## config.mk

```make
export PLATFORM = sky130hd
export DESIGN_NAME = pic_priority_resolver_flat
export DESIGN_NICKNAME = d
export VERILOG_FILES = /design/src/rtl/pic_priority_resolver_if.sv /design/src/rtl/pic_priority_resolver.sv /design/src/flat_wrapper.sv
export SDC_FILE = /design/constraint.sdc
export NUM_CORES = 1
export LEC_CHECK = 0
export ABC_AREA = 1
export CAP_MARGIN = 20
export CORE_MARGIN = 8
export CORE_UTILIZATION = 38
export CTS_CLUSTER_SIZE = 14
export DETAILED_ROUTE_END_ITERATION = 6
export PLACE_DENSITY = 0.77
export SYNTH_ARGS = -nofsm -noshare
export SYNTH_HDL_FRONTEND = slang
export SYNTH_SLANG_ARGS = --single-unit
```

## constraint.sdc

```tcl
create_clock -name clk -period 1.49 [get_ports clk]
set_input_delay 0.298 -clock clk [delete_from_list [all_inputs] [get_ports clk]]
set_output_delay 0.298 -clock clk [all_outputs]
set_load 0.01 [all_outputs]
```

## src/rtl/pic_priority_resolver_if.sv

```systemverilog
// Interface bundling the resolver's request/acknowledge/status signals.
// The master side is the control logic and IR pins; the slave side is the resolver.
interface pic_priority_resolver_if;
    logic [7:0] IR;
    logic [7:0] IM;
    logic       LTIM;
    logic       AEOI;
    logic [7:0] OCW2;
    logic       ocw2_wr;
    logic       first_ACK;
    logic       second_ACK;
    logic       INT;
    logic [2:0] INT_VEC;
    logic [7:0] IRR;
    logic [7:0] ISR;

    modport master (
        output IR, IM, LTIM, AEOI, OCW2, ocw2_wr, first_ACK, second_ACK,
        input  INT, INT_VEC, IRR, ISR
    );

    modport slave (
        input  IR, IM, LTIM, AEOI, OCW2, ocw2_wr, first_ACK, second_ACK,
        output INT, INT_VEC, IRR, ISR
    );
endinterface

```

## src/rtl/pic_priority_resolver.sv

```systemverilog
// 8259A interrupt-request / in-service stage: holds IRR and ISR, resolves
// fully nested priority with an optional rotating lowest-priority pointer,
// and drives INT plus the winning level latched on the ACK1 rising edge.
// Optional feature macro: PIC_ROTATION_EN (rotation commands and AEOI rotation).
// Without it the lowest-priority pointer stays at LOW_PRI_RST.
module pic_priority_resolver #(
    parameter int         NUM_IR      = 8,
    parameter logic [2:0] LOW_PRI_RST = 3'd7
) (
    input logic                  clk,
    input logic                  rst,
    pic_priority_resolver_if.slave bus
);

    logic [NUM_IR-1:0] irr, irr_n;
    logic [NUM_IR-1:0] isr, isr_n;
    logic [NUM_IR-1:0] ir_q;
    logic              int_q, int_n;
    logic [2:0]        int_vec, vec_n;
    logic              ack1_q, ack2_q;
    logic [2:0]        low_pri;

`ifdef PIC_ROTATION_EN
    logic [2:0]        low_pri_n;
    logic              rot_aeoi, rot_aeoi_n;
`else
    // Fixed priority: IR(LOW_PRI_RST+1) highest, rotation in AEOI never enabled
    assign low_pri = LOW_PRI_RST;
`endif

    logic [NUM_IR-1:0] cand;
    logic              cand_any, isr_any;
    logic [2:0]        winner, isr_top;
    logic              ack1_rise, ack2_fall;
    logic [2:0]        ocw2_code, ocw2_lvl;
    logic              unused_ocw2;

    // Highest-priority set bit of v, scanning from lp+1 and wrapping down to lp
    function automatic logic [2:0] first_set(input logic [NUM_IR-1:0] v, input logic [2:0] lp);
        logic [2:0] idx;
        logic       found;
        first_set = 3'd0;
        found     = 1'b0;
        for (int k = 1; k <= NUM_IR; k++) begin
            idx = lp + 3'(k);
            if (!found && v[idx]) begin
                first_set = idx;
                found     = 1'b1;
            end
        end
    endfunction

    // Priority rank of level i, 0 is highest, under pointer lp
    function automatic logic [2:0] rank(input logic [2:0] i, input logic [2:0] lp);
        rank = i - lp - 3'd1;
    endfunction

    assign cand        = irr & ~bus.IM;
    assign cand_any    = |cand;
    assign isr_any     = |isr;
    assign winner      = first_set(cand, low_pri);
    assign isr_top     = first_set(isr, low_pri);
    assign ack1_rise   = bus.first_ACK & ~ack1_q;
    assign ack2_fall   = ~bus.second_ACK & ack2_q;
    assign ocw2_code   = bus.OCW2[7:5];
    assign ocw2_lvl    = bus.OCW2[2:0];
    assign unused_ocw2 = ^bus.OCW2[4:3];

    // Next-state for IRR, ISR, INT, vector and the rotation state
    always_comb begin
        irr_n = irr;
        isr_n = isr;
        vec_n = int_vec;
`ifdef PIC_ROTATION_EN
        low_pri_n  = low_pri;
        rot_aeoi_n = rot_aeoi;
`endif

        int_n = cand_any && (!isr_any || (rank(winner, low_pri) < rank(isr_top, low_pri)));

        if (bus.LTIM) begin
            irr_n = bus.IR;
        end else begin
            irr_n = (irr & bus.IR) | (bus.IR & ~ir_q);
            if (ack1_rise && cand_any)
                irr_n[winner] = 1'b0;
        end

        if (ack2_fall && bus.AEOI) begin
            isr_n[int_vec] = 1'b0;
`ifdef PIC_ROTATION_EN
            if (rot_aeoi)
                low_pri_n = int_vec;
`endif
        end

        if (bus.ocw2_wr) begin
            case (ocw2_code)
                3'b001, 3'b101: begin
                    if (isr_any) begin
                        isr_n[isr_top] = 1'b0;
`ifdef PIC_ROTATION_EN
                        if (ocw2_code[2])
                            low_pri_n = isr_top;
`endif
                    end
                end
                3'b011, 3'b111: begin
                    isr_n[ocw2_lvl] = 1'b0;
`ifdef PIC_ROTATION_EN
                    if (ocw2_code[2])
                        low_pri_n = ocw2_lvl;
`endif
                end
`ifdef PIC_ROTATION_EN
                3'b110: low_pri_n  = ocw2_lvl;
                3'b100: rot_aeoi_n = 1'b1;
                3'b000: rot_aeoi_n = 1'b0;
`endif
                default: ;
            endcase
        end

        // ACK1 set is applied last so it wins over a same-cycle EOI on that bit
        if (ack1_rise) begin
            if (cand_any) begin
                vec_n         = winner;
                isr_n[winner] = 1'b1;
            end else begin
                vec_n = 3'd7;
            end
        end
    end

    // Core state registers
    always_ff @(posedge clk or posedge rst) begin
        if (rst) begin
            irr     <= '0;
            isr     <= '0;
            ir_q    <= '0;
            int_q   <= 1'b0;
            int_vec <= 3'd0;
            ack1_q  <= 1'b0;
            ack2_q  <= 1'b0;
        end else begin
            irr     <= irr_n;
            isr     <= isr_n;
            ir_q    <= bus.IR;
            int_q   <= int_n;
            int_vec <= vec_n;
            ack1_q  <= bus.first_ACK;
            ack2_q  <= bus.second_ACK;
        end
    end

`ifdef PIC_ROTATION_EN
    // Rotating priority pointer and rotate-in-AEOI flag
    always_ff @(posedge clk or posedge rst) begin
        if (rst) begin
            low_pri  <= LOW_PRI_RST;
            rot_aeoi <= 1'b0;
        end else begin
            low_pri  <= low_pri_n;
            rot_aeoi <= rot_aeoi_n;
        end
    end
`endif

    assign bus.INT     = int_q;
    assign bus.INT_VEC = int_vec;
    assign bus.IRR     = irr;
    assign bus.ISR     = isr;

endmodule

```

## src/flat_wrapper.sv

```systemverilog
// flat-port wrapper written by rule: the top's interface ports become plain ports
module pic_priority_resolver_flat 
#(
    parameter int         NUM_IR      = 8,
    parameter logic [2:0] LOW_PRI_RST = 3'd7
)
  (clk, rst, bus_IR, bus_IM, bus_LTIM, bus_AEOI, bus_OCW2, bus_ocw2_wr, bus_first_ACK, bus_second_ACK, bus_INT, bus_INT_VEC, bus_IRR, bus_ISR);
  pic_priority_resolver_if bus_i ();
  input logic clk;
  input logic rst;
  input wire logic [$bits(bus_i.IR)-1:0] bus_IR;
  input wire logic [$bits(bus_i.IM)-1:0] bus_IM;
  input wire logic [$bits(bus_i.LTIM)-1:0] bus_LTIM;
  input wire logic [$bits(bus_i.AEOI)-1:0] bus_AEOI;
  input wire logic [$bits(bus_i.OCW2)-1:0] bus_OCW2;
  input wire logic [$bits(bus_i.ocw2_wr)-1:0] bus_ocw2_wr;
  input wire logic [$bits(bus_i.first_ACK)-1:0] bus_first_ACK;
  input wire logic [$bits(bus_i.second_ACK)-1:0] bus_second_ACK;
  output wire logic [$bits(bus_i.INT)-1:0] bus_INT;
  output wire logic [$bits(bus_i.INT_VEC)-1:0] bus_INT_VEC;
  output wire logic [$bits(bus_i.IRR)-1:0] bus_IRR;
  output wire logic [$bits(bus_i.ISR)-1:0] bus_ISR;
  assign bus_i.IR = bus_IR;
  assign bus_i.IM = bus_IM;
  assign bus_i.LTIM = bus_LTIM;
  assign bus_i.AEOI = bus_AEOI;
  assign bus_i.OCW2 = bus_OCW2;
  assign bus_i.ocw2_wr = bus_ocw2_wr;
  assign bus_i.first_ACK = bus_first_ACK;
  assign bus_i.second_ACK = bus_second_ACK;
  assign bus_INT = bus_i.INT;
  assign bus_INT_VEC = bus_i.INT_VEC;
  assign bus_IRR = bus_i.IRR;
  assign bus_ISR = bus_i.ISR;
  pic_priority_resolver #(.NUM_IR(NUM_IR), .LOW_PRI_RST(LOW_PRI_RST)) u_core (.clk(clk), .rst(rst), .bus(bus_i));
endmodule
```

==> Word level (Yosys, flattened, before mapping) <==
Index checks and enable logic that the tools add are counted.
{ "classes": {"addsub": 4, "mul": 0, "div_mod_pow": 0, "magnitude_cmp": 9, "eq_ne": 4, "n_shift": 0, "mux": 45, "bitwise": 19, "reduce_logical": 41} }
{ "ops": {"columns": ["op", "n"], "rows": [
  ["8-bit bitwise AND", 7],
  ["8-bit two-way mux", 7],
  ["8-bit NOT", 6],
  ["3-bit two-way mux", 13],
  ["1-bit logical AND", 21],
  ["1-bit two-way mux", 20],
  ["3-bit by 4-bit less-than comparator with 1-bit output (second input constant)", 4],
  ["8-bit bitwise OR", 2],
  ["8-bit case mux with 2 select lines", 1],
  ["8-bit OR reduction", 2],
  ["1-bit logical NOT", 15],
  ["1-bit demux with 3-bit select", 4],
  ["3-bit by 1-bit greater-or-equal comparator with 1-bit output (second input constant)", 4],
  ["3-bit equality test (second input constant)", 2],
  ["3-bit by 1-bit subtractor with 3-bit output (second input constant)", 2],
  ["3-bit subtractor (second input constant)", 2],
  ["2-bit OR reduction", 2],
  ["3-bit by 1-bit equality test with 1-bit output (second input constant)", 1],
  ["3-bit by 2-bit equality test with 1-bit output (second input constant)", 1],
  ["3-bit less-than comparator", 1],
  ["1-bit bitwise AND", 2],
  ["1-bit NOT", 2],
  ["1-bit logical OR", 1]
]} }
{ "word_totals": {"reg_bits": 30, "latchBits": 0, "ram_bits": 0, "mem_bits_ro": 0, "output_inout_bits": 20, "elab_cells": 129, "mem_count": 0} }

==> Logic depth before layout (Yosys ltp) <==
Gate-level depths: netlist of run 1.
{ "logic_depth": {"ltp_word": 34, "mapped_depth": 13, "ltp_nobuf": 13} }

==> Worst setup path before layout of run 1 <==
No wires, ideal clock.
{ "synth_path": {"path_kind": "reg-to-reg", "from": "register u_core.isr[0], in the netlist u_core.bus.ISR[0]", "to": "register u_core.int_q, in the netlist u_core.bus.INT", "setup_time_ps": 117, "t_arrival_ps": 1591, "t_required_ps": 1373, "slack_ps": -218, "stages_incl_launch_ff": 13, "synth_period_minus_slack_ps": 1708, "cell_sequence": "dfrtp_1 nor2_4 nand2_2 nor2_4 nand4_4 nand3b_1 nor2_1 ha_1 inv_1 a21oi_1 nand2_1 nand2_1 a21oi_2"} }
{ "synth_via": {"elab_chain_len": 27, "elab_cells_between_ends": 35, "classes_between": "add/sub (2); order compare (1); mux (14); reduce/logical (18)"} }
{ "synth_rtl": {"columns": ["item", "line", "rtl"], "rows": [
  ["from (decl)", "pic_priority_resolver.sv:16", "logic [NUM_IR-1:0] isr, isr_n;"],
  ["from (signal assigned)", "pic_priority_resolver.sv:147", "isr <= isr_n;"],
  ["1-bit two-way mux", "pic_priority_resolver.sv:46", "if (!found && v[idx]) begin"],
  ["1-bit logical NOT", "pic_priority_resolver.sv:46", null],
  ["1-bit logical AND", "pic_priority_resolver.sv:46", null],
  ["1-bit two-way mux", "pic_priority_resolver.sv:46", null],
  ["1-bit logical NOT", "pic_priority_resolver.sv:46", null],
  ["1-bit logical AND", "pic_priority_resolver.sv:46", null],
  ["1-bit two-way mux", "pic_priority_resolver.sv:46", null],
  ["1-bit logical NOT", "pic_priority_resolver.sv:46", null],
  ["[12 not listed]", null, null],
  ["1-bit logical AND", "pic_priority_resolver.sv:46", null],
  ["3-bit two-way mux", "pic_priority_resolver.sv:46", null],
  ["3-bit subtractor", "pic_priority_resolver.sv:55", "rank = i - lp - 3'd1;"],
  ["3-bit by 1-bit subtractor with 3-bit output", "pic_priority_resolver.sv:55", null],
  ["3-bit less-than comparator", "pic_priority_resolver.sv:79", "int_n = cand_any && (!isr_any || (rank(winner, low_pri) < rank(isr_top, low_pri)));"],
  ["1-bit logical OR *", "pic_priority_resolver.sv:79", null],
  ["1-bit logical AND *", "pic_priority_resolver.sv:79", null],
  ["via u_core.int_n", "pic_priority_resolver.sv:18", "logic int_q, int_n;"],
  ["to (signal assigned)", "pic_priority_resolver.sv:149", "int_q <= int_n;"],
  ["to (decl)", "pic_priority_resolver.sv:18", null]
]} }
Mark *: on every way through the listed nets, which the timed path passes. The rest lies on a longest branch.
A chain may end at the register's enable or synchronous reset.

==> Final worst setup path of run 1 <==
{ "layout_path": {"from": "register u_core.isr[1], in the netlist u_core.bus.ISR[1]", "to": "register u_core.int_q, in the netlist u_core.bus.INT"} }
{ "layout_via": {"elab_chain_len": 25, "elab_cells_between_ends": 33, "classes_between": "add/sub (2); order compare (1); mux (13); reduce/logical (17)"} }
{ "layout_rtl": {"columns": ["item", "line"], "rows": [
  ["1-bit logical AND", "pic_priority_resolver.sv:46"],
  ["1-bit two-way mux", "pic_priority_resolver.sv:46"],
  ["1-bit logical NOT", "pic_priority_resolver.sv:46"],
  ["1-bit logical AND", "pic_priority_resolver.sv:46"],
  ["1-bit two-way mux", "pic_priority_resolver.sv:46"],
  ["1-bit logical NOT", "pic_priority_resolver.sv:46"],
  ["1-bit logical AND", "pic_priority_resolver.sv:46"],
  ["1-bit two-way mux", "pic_priority_resolver.sv:46"],
  ["[10 not listed]", null],
  ["1-bit logical AND", "pic_priority_resolver.sv:46"],
  ["3-bit two-way mux", "pic_priority_resolver.sv:46"],
  ["3-bit subtractor", "pic_priority_resolver.sv:55"],
  ["3-bit by 1-bit subtractor with 3-bit output", "pic_priority_resolver.sv:55"],
  ["3-bit less-than comparator", "pic_priority_resolver.sv:79"],
  ["1-bit logical OR *", "pic_priority_resolver.sv:79"],
  ["1-bit logical AND *", "pic_priority_resolver.sv:79"],
  ["via u_core.int_n", "pic_priority_resolver.sv:18"]
]} }
Marked as above.

==> results of run 1 <==
## Yosys cell counts (all sizes together) (2+ instances only)
cell type	count	area [µm²]
dfrtp	30	751
nand2	48	228
nor3	10	50.1
o221ai	2	17.5
inv	45	169
nand3	16	95.1
nor2	21	130
nand4	9	71.3
a21oi	5	28.8
o21ai	13	65.1
o22ai	4	25.0
o211ai	2	15.0
a21boi	6	45.1
a22oi	2	15.0
a41oi	3	26.3
## worst paths after layout
kind | cells after the start | startpoint | to
max in group asynchronous | 3 | rst | u_core.bus.INT_VEC[0]
worst max register to register | 11 | u_core.bus.ISR[1] | u_core.bus.INT
worst max-delay path | 11 | u_core.bus.ISR[1] | u_core.bus.INT
worst min register to register | 3 | u_core.ir_q[0] | u_core.bus.IRR[0]
min in group clk | 5 | bus_IM[4] | u_core.bus.IRR[4]
worst min-delay path | 3 | rst | u_core.bus.IRR[0]
## layout make-up
cell class | instances | share of cell area (%)
tap | 54 | 2.20
sequential | 30 | 24.5
clock inverter | 1 | 0.163
multi-input combinational | 146 | 33.1
inverter | 45 | 5.49
timing repair buffer | 112 | 31.7
clock buffer | 7 | 2.81
## stage by stage
step | utilization (%) | setup WS, ns | total power [µW]
detailed placement | 57.9 | -0.454 | 2270
floorplan | - | -0.180 | 1610
CTS | 61.6 | -0.232 | 2970
finish | 66.9 | -0.312 | 3130
global placement | 57.9 | -0.398 | 2230
global route | 66.9 | -0.403 | 3300
## report_power, final
group          internal [µW]  switching [µW]
clock network            372             306
registers                926            97.1
logic                    696             731
## flip-flops by register name, summed over array words and instances, names as in the netlist
name and count:
u_core.ir_q 8, u_core.ack1_q 1, u_core.bus.IRR 8, u_core.bus.ISR 8
u_core.bus.INT 1, u_core.ack2_q 1, u_core.bus.INT_VEC 3
## metal layers
metal	share of wire [%]	wire length (µm)	GRT usage [%]
met5	0	0	0
met4	1.7	100	6.02
met3	5.8	346	4.36
met2	54	3190	26.0
met1	39	2300	15.9
## critical path, stage by stage (launching register included)
cell and delay, ns:
dfrtp_1 0.41, nor2_4 0.17, nand4_1 0.16, nor2_2 0.17, nand3b_1 0.13, nor2_2 0.05
ha_1 0.30, inv_2 0.04, a21oi_2 0.09, nand2_1 0.06, nand2_1 0.06, a21oi_2 0.05
## cell families (layout without fill, tap and decap cells)
family,after synthesis,in the layout
simple gates,106,106
buf+inv,45,165
compound gates,39,39
flops,30,30
fa+ha+maj,1,1
## what timing repair did
item / in CTS / in global routing
setup buffers: 9 / 12
endpoints found under the setup margin: 30 / 20
pin swaps: 11 / 20
gates cloned: 0 / 0
resized for setup: 38 / 46
==> impl_metrics.json, run 1 <==
{
  "crit_arrival_ns": 1.99,
  "path_class": "reg2reg",
  "die_h_um": 84.4,
  "final_area_um2": 3070,
  "worstPathRequired_ns": 1.68,
  "postCtsHoldBufs": 0,
  "grt_pass1_wl_um": 8560,
  "nNetsFinal": 372,
  "layout_common_cells": "buf_4, inv_1, nand2_1, dfrtp_1, clkdlybuf4s50_1",
  "row_count": 25,
  "synth.cell_area_um2": 1780,
  "synth_top_family_by_area": "simple AND/OR/NAND/NOR gates",
  "ir_worst_vdd_mv": 0.550,
  "seq_area_frac_synth_pct": 42.3,
  "slew_headroom_pct": 74.4,
  "period_minus_slack_ns": 1.80,
  "cts_inserted_buffers": 5,
  "placed_area_um2": 2660,
  "numClockSinks": 30,
  "drc": 0,
  "start_util_pct": 38.6,
  "io_buffer_count": 47,
  "synth_fa_ha_area_share_pct": 0.705,
  "worst_pin_slew_ns": 0.384,
  "synth_cell_types": 31,
  "cts-root-buf": "clkbuf_8",
  "critPathMaxFanout": 3,
  "syn_avg_cell_area_um2": 8.03,
  "max_cap_violations": 0,
  "synth_mux_area_share_pct": 0,
  "hold_slack_ns": 0.390,
  "post-route-period-util_pct": 121,
  "die_area_um2": 7120,
  "synth_xor_area_share_pct": 0,
  "finalSetupViolCount": 18,
  "yosysWarnings": 0,
  "synth_nets": 253,
  "fmax_ghz": 0.555,
  "final-max-slew-violation-count": 0,
  "synth_ff_type": "dfrtp_1",
  "area_growth_pct": 73.2,
  "hold_class": "in2async",
  "die_w_um": 84.4,
  "syn_inst": 221,
  "final_common_cell": "buf_4",
  "gp_congestion": 0.964,
  "grt-ovfl-total": 0,
  "layout.cells.non_filler": 395,
  "track_usage_pct": 14.7,
  "drive_gt1_share_pct": 39.9,
  "status": "finished, violations left",
  "rsz0062_at_grt": "yes",
  "antenna_found_initial": 0,
  "violations": "negative setup slack",
  "dr.pass1.iters": 4,
  "synth-edff-count": 0,
  "synth-simple-area-share_pct": 33.3,
  "ant_nets": 0,
  "clockBufferDepth": 2,
  "num_vias": 1997,
  "fillers": 379,
  "ys_seq_elements": 30,
  "initialDrtViolationCount": 98,
  "cts_tree": "built",
  "wirelength_um": 5930,
  "pin_count": 51,
  "clkTransAtPathRegs_ns": 0.07,
  "grt_start_max_net_pins": 31,
  "setup_slack_ns": -0.312,
  "clk_latency_ns": 0.29,
  "place_inst": 368,
  "hold_viol_final": 0,
  "power_density_nw_per_um2": 1020,
  "synthArstFlopShare_pct": 100,
  "crit_path_start_kind": "flop",
  "routedWlPerCell_um": 15.0,
  "hpwl_um": 4030,
  "register_area_um2": 754,
  "finalSetupTns_ns": -1.77,
  "clock_skew_ns": 0.00678,
  "fp.coreArea_um2": 4600,
  "cp-end-kind": "flop",
  "antenna_cells": 0,
  "htreeDepth": 2,
  "leakagePower_uw": 0.00158,
  "multi_input_area_um2": 1020,
  "r2r_slack_ns": -0.31,
  "synth_compound_area_share_pct": 14.2,
  "viasPerCell": 5.06,
  "grt_pass1_vias": 1983
}
Power figures use the tool's default switching activity.
==> run 2: changes to the inputs <==
--- a/config.mk
+++ b/config.mk
@@ -6,12 +6,13 @@
 export NUM_CORES = 1
 export LEC_CHECK = 0
 export ABC_AREA = 1
-export CAP_MARGIN = 20
 export CORE_MARGIN = 8
 export CORE_UTILIZATION = 38
 export CTS_CLUSTER_SIZE = 14
 export DETAILED_ROUTE_END_ITERATION = 6
 export PLACE_DENSITY = 0.77
+export REMOVE_ABC_BUFFERS = 1
+export SLEW_MARGIN = 20
 export SYNTH_ARGS = -nofsm -noshare
 export SYNTH_HDL_FRONTEND = slang
 export SYNTH_SLANG_ARGS = --single-unit
==> run 2 against run 1 <==
The flow still finishes with violations (negative setup slack); sequential share of layout area up 0.69 points; setup slack got worse by 0.0058 ns; largest cell class unchanged; wire length fell by 6.2%.
==> impl_metrics.json, run 2 (synthesis results as in run 1) <==
{
  "status": "finished, violations left",
  "violations": "negative setup slack",
  "start_util_pct": 38.6,
  "clockBufferDepth": 2,
  "post-route-period-util_pct": 121,
  "max_cap_violations": 0,
  "clock_skew_ns": 0.00560,
  "cp-end-kind": "flop",
  "clk_latency_ns": 0.28,
  "pin_count": 51,
  "fmax_ghz": 0.553,
  "place_inst": 367,
  "power_density_nw_per_um2": 1030,
  "cp_top_family": "simple AND/OR/NAND/NOR gates",
  "grt_pass1_vias": 1945,
  "worst-path-buf-inv": 1,
  "wirelength_um": 5570,
  "period_minus_slack_ns": 1.81,
  "rsz0062_at_grt": "yes",
  "critPathMaxStageDelay_ns": 0.41,
  "nNetsFinal": 365,
  "final-max-slew-violation-count": 0,
  "crit_arrival_ns": 1.98,
  "critPathMaxFanout": 3,
  "final_common_cell": "buf_4",
  "hold_viol_final": 0,
  "postCtsHoldBufs": 0,
  "clkTransAtPathRegs_ns": 0.06,
  "fin_util_pct": 64.9,
  "initialDrtViolationCount": 88,
  "ir_worst_vdd_mv": 0.806,
  "setup_slack_ns": -0.318,
  "path_class": "reg2reg",
  "die_h_um": 84.4,
  "fp.coreArea_um2": 4600,
  "cp_cell_sequence": "nor2_4 > nand4_1 > nor2_2 > nand3b_1 > nor2_1 > ha_1 > inv_1 > a21oi_2 > nand2_1 > nand2_1 > a21oi_2",
  "slew_headroom_pct": 74.7,
  "cts_inserted_buffers": 5,
  "cts_tree": "built",
  "rr_worst_depth": 11,
  "grt_pass1_wl_um": 8570,
  "die_area_um2": 7120,
  "finalSetupViolCount": 18,
  "dr.pass1.iters": 4,
  "viasPerCell": 4.97,
  "numClockSinks": 30,
  "slowest_stage": "dfrtp_1",
  "gp_congestion": 0.966,
  "row_count": 25,
  "cp.depth": 11,
  "layout.cells.non_filler": 388,
  "worstPathRequired_ns": 1.66,
  "hold_class": "in2async",
  "hpwl_um": 4000,
  "area_growth_pct": 68.1,
  "layout_common_cells": "buf_4, inv_1, dfrtp_1, nand2_1, clkdlybuf4s50_1",
  "die_w_um": 84.4,
  "drive_gt1_share_pct": 37.7,
  "place_ws_ns": -0.472,
  "drc": 0,
  "antenna_cells": 0,
  "grt-ovfl-total": 0,
  "routedWlPerCell_um": 14.4,
  "ant_nets": 0,
  "track_usage_pct": 14.6,
  "fin_total_pwr_uw": 3070,
  "grt_start_max_net_pins": 31,
  "antenna_found_initial": 0,
  "cts-root-buf": "clkbuf_8",
  "num_vias": 1928,
  "crit_path_start_kind": "flop",
  "worst_pin_slew_ns": 0.380,
  "leakagePower_uw": 0.00154,
  "io_buffer_count": 47,
  "htreeDepth": 2
}
run 2: changes by cell type in the layout (fill, tap and decap cells not counted), sizes merged:
cell	delta
buf	-8
dlygate4sd2	+2
dlymetal6s2s	-1
run 2: power breakdown:
| group | internal, µW | switching [µW] |
|---|---|---|
| clock | 372 | 297 |
| combinational | 677 | 704 |
| sequential | 924 | 92.8 |
run 2: final cells by class:
type	instances	area (µm²)
multi-input cells	146	993
clock inverters	1	5.00
well taps	54	67.6
repair buffers	105	906
flip-flops and latches	30	753
inverters	45	174
fillers	382	1610
clock buffers	7	86.3
run 2: worst register-to-register path, delay by kind of cell, from the launching register on:
| kind | cells | cell delay (ns) |
|---|---|---|
| buf+inv | 1 | 0.06 |
| compound gates | 2 | 0.14 |
| simple gates | 7 | 0.78 |
| flops | 1 | 0.41 |
| fa+ha+maj | 1 | 0.31 |
run 2: routing by layer:
metal  GRT usage (%)  wire, µm  part of all wire (%)
met5               0         0                     0
met4            5.56       139                   2.5
met3            4.16       322                   5.8
met2            26.3      2850                    51
met1            15.8      2250                    40
run 2: path summary, 6_finish.rpt:
check	start	endpoint	slack [ns]
min	rst	u_core.ir_q[2]	0.38
max	u_core.bus.ISR[3]	u_core.bus.INT	-0.32
min in group clk	bus_IR[0]	u_core.ir_q[0]	0.47
min reg2reg	u_core.ir_q[3]	u_core.bus.IRR[3]	0.52
max reg2reg	u_core.bus.ISR[3]	u_core.bus.INT	-0.32
max in group asynchronous	rst	u_core.bus.INT_VEC[1]	0.81
run 2: repair_timing:
action / in CTS / in global routing
setup buffers: 10 / 6
gates resized for setup: 49 / 31
pin swaps: 19 / 19
endpoints found under the setup margin: 30 / 22
run 2: metrics by stage:
| stage | instance area (µm²) | setup TNS [ns] | hold WS [ns] |
|---|---|---|---|
| floorplan | 1780 | -0.218 | 0.329 |
| CTS | 2860 | -0.764 | 0.397 |
| global placement | 2650 | -4.95 | 0.502 |
| global route | 2990 | -3.40 | 0.435 |
| detailed placement | 2650 | -5.86 | 0.514 |
| finish | 2990 | -1.83 | 0.385 |
